--- config.mk ---
export PLATFORM = sky130hd
export DESIGN_NAME = multicycle_control_flat
export DESIGN_NICKNAME = d
export VERILOG_FILES = /design/src/rtl/ctrl_pkg.sv /design/src/rtl/multicycle_control_if.sv /design/src/rtl/alu_decoder.sv /design/src/rtl/multicycle_control.sv /design/src/flat_wrapper.sv
export SDC_FILE = /design/constraint.sdc
export NUM_CORES = 1
export LEC_CHECK = 0
export ABC_AREA = 1
export CAP_MARGIN = 20
export CORE_UTILIZATION = 38
export CTS_CLUSTER_SIZE = 20
export DETAILED_ROUTE_END_ITERATION = 10
export PLACE_DENSITY = 0.79
export SYNTH_ARGS = -nofsm -noshare
export SYNTH_HDL_FRONTEND = slang
export SYNTH_HIERARCHICAL = 1
export SYNTH_SLANG_ARGS = --single-unit
--- constraint.sdc ---
create_clock -name clk -period 2.43 [get_ports clk]
set_clock_uncertainty 0.15 [all_clocks]
set_input_delay 0.243 -clock clk [delete_from_list [all_inputs] [get_ports clk]]
set_output_delay 0.243 -clock clk [all_outputs]
set_load 0.05 [all_outputs]
--- src/rtl/ctrl_pkg.sv ---
// Shared encodings for the multicycle RV32I control unit and the ALU:
// FSM states, ALU op codes, opcodes and datapath select values.
package ctrl_pkg;

    typedef enum logic [3:0] {
        S_FETCH    = 4'd0,
        S_DECODE   = 4'd1,
        S_MEMADR   = 4'd2,
        S_MEMREAD  = 4'd3,
        S_MEMWB    = 4'd4,
        S_MEMWRITE = 4'd5,
        S_EXECR    = 4'd6,
        S_EXECI    = 4'd7,
        S_ALUWB    = 4'd8,
        S_BRANCH   = 4'd9,
        S_JAL      = 4'd10,
        S_TRAP     = 4'd11
    } state_t;

    // Which kind of ALU operation the current state asks the decoder for.
    typedef enum logic [1:0] {
        ALU_CLS_NONE   = 2'd0,
        ALU_CLS_ADD    = 2'd1,
        ALU_CLS_FUNCT  = 2'd2,
        ALU_CLS_BRANCH = 2'd3
    } alu_class_t;

    localparam logic [3:0] ALU_AND  = 4'b0000;
    localparam logic [3:0] ALU_OR   = 4'b0001;
    localparam logic [3:0] ALU_ADD  = 4'b0010;
    localparam logic [3:0] ALU_SUB  = 4'b0110;
    localparam logic [3:0] ALU_SLT  = 4'b0111;
    localparam logic [3:0] ALU_SLTU = 4'b1111;
    localparam logic [3:0] ALU_SLL  = 4'b1000;
    localparam logic [3:0] ALU_SRL  = 4'b1001;
    localparam logic [3:0] ALU_SRA  = 4'b0011;
    localparam logic [3:0] ALU_XOR  = 4'b1010;

    localparam logic [6:0] OP_LOAD   = 7'b0000011;
    localparam logic [6:0] OP_STORE  = 7'b0100011;
    localparam logic [6:0] OP_RTYPE  = 7'b0110011;
    localparam logic [6:0] OP_ITYPE  = 7'b0010011;
    localparam logic [6:0] OP_BRANCH = 7'b1100011;
    localparam logic [6:0] OP_JAL    = 7'b1101111;

    localparam logic [1:0] RES_ALUOUT    = 2'b00;
    localparam logic [1:0] RES_MEMDATA   = 2'b01;
    localparam logic [1:0] RES_ALURESULT = 2'b10;

    localparam logic [1:0] SRCA_PC    = 2'b00;
    localparam logic [1:0] SRCA_OLDPC = 2'b01;
    localparam logic [1:0] SRCA_RS1   = 2'b10;

    localparam logic [1:0] SRCB_RS2  = 2'b00;
    localparam logic [1:0] SRCB_IMM  = 2'b01;
    localparam logic [1:0] SRCB_FOUR = 2'b10;

    localparam logic [2:0] IMM_I = 3'b000;
    localparam logic [2:0] IMM_S = 3'b001;
    localparam logic [2:0] IMM_B = 3'b010;
    localparam logic [2:0] IMM_J = 3'b011;

    function automatic logic [2:0] imm_src_for(input logic [6:0] opcode);
        logic [2:0] imm;
        imm = IMM_I;
        case (opcode)
            OP_STORE:  imm = IMM_S;
            OP_BRANCH: imm = IMM_B;
            OP_JAL:    imm = IMM_J;
            default:   imm = IMM_I;
        endcase
        return imm;
    endfunction

endpackage

--- src/rtl/multicycle_control_if.sv ---
// Bundle between the control unit (master) and the datapath (slave):
// instruction fields/flags in, control strobes and selects out.
interface multicycle_control_if;
    logic [6:0] opcode;
    logic [2:0] funct3;
    logic       funct7b5;
    logic       zero;
    logic       mem_ready;

    logic       pc_write;
    logic       adr_src;
    logic       mem_read;
    logic       mem_write;
    logic       ir_write;
    logic       reg_write;
    logic [1:0] result_src;
    logic [1:0] alu_src_a;
    logic [1:0] alu_src_b;
    logic [3:0] alu_control;
    logic [2:0] imm_src;
    logic       illegal;
    logic [3:0] state;

    modport master (
        input  opcode, funct3, funct7b5, zero, mem_ready,
        output pc_write, adr_src, mem_read, mem_write, ir_write, reg_write,
               result_src, alu_src_a, alu_src_b, alu_control, imm_src,
               illegal, state
    );

    modport slave (
        output opcode, funct3, funct7b5, zero, mem_ready,
        input  pc_write, adr_src, mem_read, mem_write, ir_write, reg_write,
               result_src, alu_src_a, alu_src_b, alu_control, imm_src,
               illegal, state
    );
endinterface

--- src/rtl/alu_decoder.sv ---
// Maps the requested operation class plus funct fields onto an ALU code,
// and resolves the branch-taken condition from the ALU zero flag.
module alu_decoder
    import ctrl_pkg::*;
(
    input  alu_class_t  alu_class,
    input  logic [2:0]  funct3,
    input  logic        funct7b5,
    input  logic        is_rtype,
    input  logic        zero,
    output logic [3:0]  alu_control,
    output logic        branch_taken
);

    always_comb begin
        alu_control  = ALU_AND;
        branch_taken = 1'b0;
        case (alu_class)
            ALU_CLS_NONE: alu_control = ALU_AND;
            ALU_CLS_ADD:  alu_control = ALU_ADD;
            ALU_CLS_FUNCT: begin
                case (funct3)
                    // instr[30] on an I-type addi is immediate data, not SUB.
                    3'b000:  alu_control = (is_rtype && funct7b5) ? ALU_SUB : ALU_ADD;
                    3'b001:  alu_control = ALU_SLL;
                    3'b010:  alu_control = ALU_SLT;
                    3'b011:  alu_control = ALU_SLTU;
                    3'b100:  alu_control = ALU_XOR;
                    3'b101:  alu_control = funct7b5 ? ALU_SRA : ALU_SRL;
                    3'b110:  alu_control = ALU_OR;
                    default: alu_control = ALU_AND;
                endcase
            end
            ALU_CLS_BRANCH: begin
                case (funct3)
                    3'b000: begin alu_control = ALU_SUB;  branch_taken = zero;  end
                    3'b001: begin alu_control = ALU_SUB;  branch_taken = !zero; end
                    3'b100: begin alu_control = ALU_SLT;  branch_taken = !zero; end
                    3'b101: begin alu_control = ALU_SLT;  branch_taken = zero;  end
                    3'b110: begin alu_control = ALU_SLTU; branch_taken = !zero; end
                    3'b111: begin alu_control = ALU_SLTU; branch_taken = zero;  end
                    default: begin alu_control = ALU_AND; branch_taken = 1'b0;  end
                endcase
            end
        endcase
    end

endmodule

--- src/rtl/multicycle_control.sv ---
// Moore FSM sequencing RV32I instructions through fetch/decode/execute/
// memory/writeback; stalls on the memory ready handshake.
module multicycle_control
    import ctrl_pkg::*;
(
    input  logic                  clk,
    input  logic                  rst_n,
    multicycle_control_if.master  bus
);

    state_t     state_q;
    state_t     state_d;
    alu_class_t alu_class;
    logic       branch_taken;
    logic [3:0] alu_control;
    logic       is_rtype;

    logic       pc_write_raw;
    logic       mem_read_raw;
    logic       mem_write_raw;
    logic       ir_write_raw;
    logic       reg_write_raw;
    logic       adr_src;
    logic [1:0] result_src;
    logic [1:0] alu_src_a;
    logic [1:0] alu_src_b;

    assign is_rtype = (bus.opcode == OP_RTYPE);

    alu_decoder u_alu_decoder (
        .alu_class    (alu_class),
        .funct3       (bus.funct3),
        .funct7b5     (bus.funct7b5),
        .is_rtype     (is_rtype),
        .zero         (bus.zero),
        .alu_control  (alu_control),
        .branch_taken (branch_taken)
    );

    always_ff @(posedge clk or negedge rst_n) begin
        if (!rst_n) state_q <= S_FETCH;
        else        state_q <= state_d;
    end

    always_comb begin
        state_d       = state_q;
        pc_write_raw  = 1'b0;
        mem_read_raw  = 1'b0;
        mem_write_raw = 1'b0;
        ir_write_raw  = 1'b0;
        reg_write_raw = 1'b0;
        adr_src       = 1'b0;
        result_src    = RES_ALUOUT;
        alu_src_a     = SRCA_PC;
        alu_src_b     = SRCB_RS2;
        alu_class     = ALU_CLS_NONE;
        case (state_q)
            S_FETCH: begin
                mem_read_raw = 1'b1;
                alu_src_a    = SRCA_PC;
                alu_src_b    = SRCB_FOUR;
                alu_class    = ALU_CLS_ADD;
                result_src   = RES_ALURESULT;
                if (bus.mem_ready) begin
                    ir_write_raw = 1'b1;
                    pc_write_raw = 1'b1;
                    state_d      = S_DECODE;
                end
            end
            S_DECODE: begin
                alu_src_a = SRCA_OLDPC;
                alu_src_b = SRCB_IMM;
                alu_class = ALU_CLS_ADD;
                case (bus.opcode)
                    OP_LOAD, OP_STORE: state_d = S_MEMADR;
                    OP_RTYPE:          state_d = S_EXECR;
                    OP_ITYPE:          state_d = S_EXECI;
                    // funct3 010/011 have no branch meaning in RV32I.
                    OP_BRANCH:         state_d = (bus.funct3[2:1] == 2'b01) ? S_TRAP : S_BRANCH;
                    OP_JAL:            state_d = S_JAL;
                    default:           state_d = S_TRAP;
                endcase
            end
            S_MEMADR: begin
                alu_src_a = SRCA_RS1;
                alu_src_b = SRCB_IMM;
                alu_class = ALU_CLS_ADD;
                state_d   = (bus.opcode == OP_LOAD) ? S_MEMREAD : S_MEMWRITE;
            end
            S_MEMREAD: begin
                mem_read_raw = 1'b1;
                adr_src      = 1'b1;
                if (bus.mem_ready) state_d = S_MEMWB;
            end
            S_MEMWB: begin
                result_src    = RES_MEMDATA;
                reg_write_raw = 1'b1;
                state_d       = S_FETCH;
            end
            S_MEMWRITE: begin
                mem_write_raw = 1'b1;
                adr_src       = 1'b1;
                if (bus.mem_ready) state_d = S_FETCH;
            end
            S_EXECR: begin
                alu_src_a = SRCA_RS1;
                alu_src_b = SRCB_RS2;
                alu_class = ALU_CLS_FUNCT;
                state_d   = S_ALUWB;
            end
            S_EXECI: begin
                alu_src_a = SRCA_RS1;
                alu_src_b = SRCB_IMM;
                alu_class = ALU_CLS_FUNCT;
                state_d   = S_ALUWB;
            end
            S_ALUWB: begin
                result_src    = RES_ALUOUT;
                reg_write_raw = 1'b1;
                state_d       = S_FETCH;
            end
            S_BRANCH: begin
                alu_src_a    = SRCA_RS1;
                alu_src_b    = SRCB_RS2;
                alu_class    = ALU_CLS_BRANCH;
                result_src   = RES_ALUOUT;
                pc_write_raw = branch_taken;
                state_d      = S_FETCH;
            end
            S_JAL: begin
                // Target was computed into ALUOut during DECODE; ALU now forms PC+4 for rd.
                alu_src_a    = SRCA_OLDPC;
                alu_src_b    = SRCB_FOUR;
                alu_class    = ALU_CLS_ADD;
                result_src   = RES_ALUOUT;
                pc_write_raw = 1'b1;
                state_d      = S_ALUWB;
            end
            S_TRAP: state_d = S_TRAP;
            default: state_d = S_TRAP;
        endcase
    end

    assign bus.pc_write    = rst_n & pc_write_raw;
    assign bus.mem_read    = rst_n & mem_read_raw;
    assign bus.mem_write   = rst_n & mem_write_raw;
    assign bus.ir_write    = rst_n & ir_write_raw;
    assign bus.reg_write   = rst_n & reg_write_raw;
    assign bus.adr_src     = adr_src;
    assign bus.result_src  = result_src;
    assign bus.alu_src_a   = alu_src_a;
    assign bus.alu_src_b   = alu_src_b;
    assign bus.alu_control = alu_control;
    assign bus.imm_src     = imm_src_for(bus.opcode);
    assign bus.illegal     = (state_q == S_TRAP);
    assign bus.state       = state_q;

endmodule
--- src/flat_wrapper.sv ---
// flat-port wrapper written by rule: the top's interface ports become plain ports
module multicycle_control_flat import ctrl_pkg::*;
  (clk, rst_n, bus_opcode, bus_funct3, bus_funct7b5, bus_zero, bus_mem_ready, bus_pc_write, bus_adr_src, bus_mem_read, bus_mem_write, bus_ir_write, bus_reg_write, bus_result_src, bus_alu_src_a, bus_alu_src_b, bus_alu_control, bus_imm_src, bus_illegal, bus_state);
  multicycle_control_if bus_i ();
  input  logic clk;
  input  logic rst_n;
  input wire logic [$bits(bus_i.opcode)-1:0] bus_opcode;
  input wire logic [$bits(bus_i.funct3)-1:0] bus_funct3;
  input wire logic [$bits(bus_i.funct7b5)-1:0] bus_funct7b5;
  input wire logic [$bits(bus_i.zero)-1:0] bus_zero;
  input wire logic [$bits(bus_i.mem_ready)-1:0] bus_mem_ready;
  output wire logic [$bits(bus_i.pc_write)-1:0] bus_pc_write;
  output wire logic [$bits(bus_i.adr_src)-1:0] bus_adr_src;
  output wire logic [$bits(bus_i.mem_read)-1:0] bus_mem_read;
  output wire logic [$bits(bus_i.mem_write)-1:0] bus_mem_write;
  output wire logic [$bits(bus_i.ir_write)-1:0] bus_ir_write;
  output wire logic [$bits(bus_i.reg_write)-1:0] bus_reg_write;
  output wire logic [$bits(bus_i.result_src)-1:0] bus_result_src;
  output wire logic [$bits(bus_i.alu_src_a)-1:0] bus_alu_src_a;
  output wire logic [$bits(bus_i.alu_src_b)-1:0] bus_alu_src_b;
  output wire logic [$bits(bus_i.alu_control)-1:0] bus_alu_control;
  output wire logic [$bits(bus_i.imm_src)-1:0] bus_imm_src;
  output wire logic [$bits(bus_i.illegal)-1:0] bus_illegal;
  output wire logic [$bits(bus_i.state)-1:0] bus_state;
  assign bus_i.opcode = bus_opcode;
  assign bus_i.funct3 = bus_funct3;
  assign bus_i.funct7b5 = bus_funct7b5;
  assign bus_i.zero = bus_zero;
  assign bus_i.mem_ready = bus_mem_ready;
  assign bus_pc_write = bus_i.pc_write;
  assign bus_adr_src = bus_i.adr_src;
  assign bus_mem_read = bus_i.mem_read;
  assign bus_mem_write = bus_i.mem_write;
  assign bus_ir_write = bus_i.ir_write;
  assign bus_reg_write = bus_i.reg_write;
  assign bus_result_src = bus_i.result_src;
  assign bus_alu_src_a = bus_i.alu_src_a;
  assign bus_alu_src_b = bus_i.alu_src_b;
  assign bus_alu_control = bus_i.alu_control;
  assign bus_imm_src = bus_i.imm_src;
  assign bus_illegal = bus_i.illegal;
  assign bus_state = bus_i.state;
  multicycle_control u_core (.clk(clk), .rst_n(rst_n), .bus(bus_i));
endmodule
==> key figures <==
Power and ir drop
  – Internal cell power: 0.1522 mW
  – Peak VDD IR: around 360 uV
  – Pwr Density: approximately 170 mW/mm2
  – Net Sw Frac: 28.22%
  – Seq pwr share: 31.6%
  – Switch Pwr: 0.05983 mW
  – Comb power frac: 30.9%
  – Clock Power Share: 37.5%
  – Lkg Pwr: 0.6585 nW

Run
  – Max_cap viols: 0

Placement
  – Place WS: 0.3092 ns
  – Port Buffers: 37
  – RD Place Congestion: roughly 0.83
  – HPWL Detailed: about 1900 um

Setup path
  – Crit Path Max Fanout: 8
  – Reg-to-reg endpoint: u_core/bus.state[2]
  – Worst R2R Setup Slack: 0.87 ns
  – FF-to-FF Start: u_core/bus.state[1]
  – Setup crit end: bus_result_src[0]
  – Critical path class: reg -> out
  – R2R depth: 6
  – CP arrival: just under 2 ns
  – Critical Path Start: u_core/bus.state[1]
  – WP data required: 2.04 ns
  – Crit start category: register
  – Nature of the critical path endpoint: output pin

Timing
  – Final slew viol count: 0
  – Fin crit share: between 90% and 100%
  – RSZ-0062 raised after global routing: true
  – Slew Limit Headroom: 65.52%
  – Final min period: 2.342 ns
  – TNS Setup: 0 ns
  – Final hold violations: 0
  – Final setup fails: 0
  – Final Worst Setup Slack: 0.08823 ns
  – Worst-Margin Slew: ~0.52 ns
  – FMAX: 0.4270 GHz

Worst hold path
  – Hold crit path type: in -> async

Yosys
  – Synthesized-area fraction occupied by adder cells: 0%
  – Synthesized instance count: 138
  – Main combinational cell family by area after synthesis: simple AND/OR/NAND/NOR gates
  – Synth area leader: nand2_1
  – Synth Area in Simple Gates: 53.35%
  – Synth top area cells: nand2_1 19%, dfrtp_1 14%, nor2_1 12%
  – Synth Register Bits: 4
  – Mux contribution to synthesized area: 0%
  – Share of the synthesized area in the top cell type: 19.01%
  – Complex-gate fraction of the synthesized area: 17.25%
  – Post-Synth XOR/XNOR Area: 0%
  – Ys Warns: 6
  – Avg Cell Area, Syn: 5.150 um2
  – Cell variety after synth: 23
  – Area of the mapped netlist: 710.7 um2
  – Syn nets: 153
  – Sequential fraction of the synthesis area: between 10% and 20%

Clock tree
  – CTS buffer count: 3
  – CTS tree: done
  – Worst-path clk slew: about 0.04 ns
  – Later-pin clock latency in the skew report: 0.23 ns
  – CTS root buffer: clkbuf_4
  – Sink Count: 4
  – Postcts setup bufs: 0
  – H-Tree Level Count: 1
  – CTS max path bufs: 2

Global routing
  – Gr usage total: 23.51%
  – First-pass GRT wire length: around 3600 um
  – Initial antenna violation count: 0
  – Vias in the first global route: 897
  – Congestion Overflow GR: 0
  – Largest net degree at the start of global routing: 11

Die
  – Die X: about 45 um
  – Die ar.: slightly above 0.002 mm2
  – Rows: 15
  – Die height: 45.25 um
  – Core ar.: between 0.0015 and 0.002 mm2
  – Initial Utilization: between 40 and 50%
  – IO Pins: 39

Routing
  – Residual DRC: 0
  – Drt total wl: 2145 um
  – Post-route ant nets: 0
  – First-iteration detailed-routing DRC count: 28
  – Routed wire per std cell: 10.57 um
  – Vias post-DR: 1,018
  – 1st-pass router iterations: 4
  – Via density: 5.015

Finish
  – # nets final: 195
  – Number of diodes: 0
  – FILL cells: 164
  – Commonest cells after routing, fill and taps aside: 36 x nand2_1, 21 x nor2_1, 20 x clkdlybuf4s50_1
  – Max reg flops: 4
  – Area Growth Syn to Fin: 75.53%
  – Layout cells sized above 1: 24.16%
  – Most common cell after layout, fill and taps aside: nand2_1

Run status
  – Run status: complete, no violations
## layer usage
layer  GRT usage [%]  up-vias  wire, um
met5               0        -         0
met4           2.424        0         0
met3           5.200        0       144
met2           44.06       39      1125
met1           27.82      458       874
li1                -      521         -
## power by group through the flow
stage / clock network, mW / registers (mW) / logic [mW]
final: 0.0794 / 0.0670 / 0.0656
after global routing: 0.0878 / 0.0669 / 0.0732
after CTS: 0.0829 / 0.0670 / 0.0658
after detailed placement: 0 / 0.0678 / 0.0656
after global placement: 0 / 0.0678 / 0.0637
after floorplan: 0 / 0.0678 / 0.0331
## final cells by class
class	count	area, um2	share of cell area (%)
Clock buffer	3	22.52	1.805
Timing Repair Buffer	39	470.5	37.71
Sequential cell	4	101.3	8.124
Multi-Input combinational cell	109	535.5	42.93
Inverter	23	86.33	6.921
Tap cell	25	31.28	2.508
## through the flow
| stage | hold slack, ns | total power, mW | cells | instance area, um2 | utilization [%] |
|---|---|---|---|---|---|
| after global placement | 0.3208 | 0.1315 | 200 | 1216 | 69.68 |
| after floorplan | -0.2026 | 0.1009 | 138 | 740.7 | - |
| after global routing | 0.09810 | 0.2278 | 203 | 1247 | 71.47 |
| after detailed placement | 0.3299 | 0.1334 | 200 | 1216 | 69.68 |
| after CTS | 0.08475 | 0.2157 | 203 | 1239 | 70.97 |
| final | 0.08293 | 0.2120 | 203 | 1247 | 71.47 |
## logic make-up after synthesis
| group | after synthesis |
|---|---|
| AOI/OAI and AO/OA | 22 |
| buffers and inverters | 25 |
| DFF | 4 |
| and+or+nand+nor | 86 |
| other | 1 |
## worst min-delay path by stage
stage / slack, ns / depth (start not counted) / end
after floorplan: -0.20 / 0 / u_core/bus.state[0]
after global placement: 0.32 / 1 / u_core/bus.state[3]
after detailed placement: 0.33 / 1 / u_core/bus.state[3]
after CTS: 0.08 / 1 / u_core/bus.state[1]
after global routing: 0.1 / 1 / u_core/bus.state[1]
final: 0.08 / 1 / u_core/bus.state[0]
## timing repair
item	in CTS	in global routing
setup endpoints to repair	0	4
resized for setup	0	4
hold buffers	0	0
## worst max-delay path, stage by stage, from the launching register on
cell and delay [ns]:
dfrtp_1 0.46, nor2_1 0.24, inv_1 0.10, nor2_1 0.12, clkdlybuf4s50_1 0.81
## synthesized netlist by cell type
cell type,number
nor3_1,3
o22ai_1,1
nand2_1,36
nor2_2,4
nor2_1,22
dfrtp_1,4
nand4_1,3
nand3_2,1
inv_1,16
o21ai_1,3
nand2_2,6
clkinv_1,2
conb_1,1
a211oi_1,2
buf_6,1
inv_2,5
buf_4,1
a31oi_1,1
o21bai_1,1
o211ai_1,1
a21oi_1,9
o21ai_0,4
nand3_1,11
(Power assumes the default switching activity.)
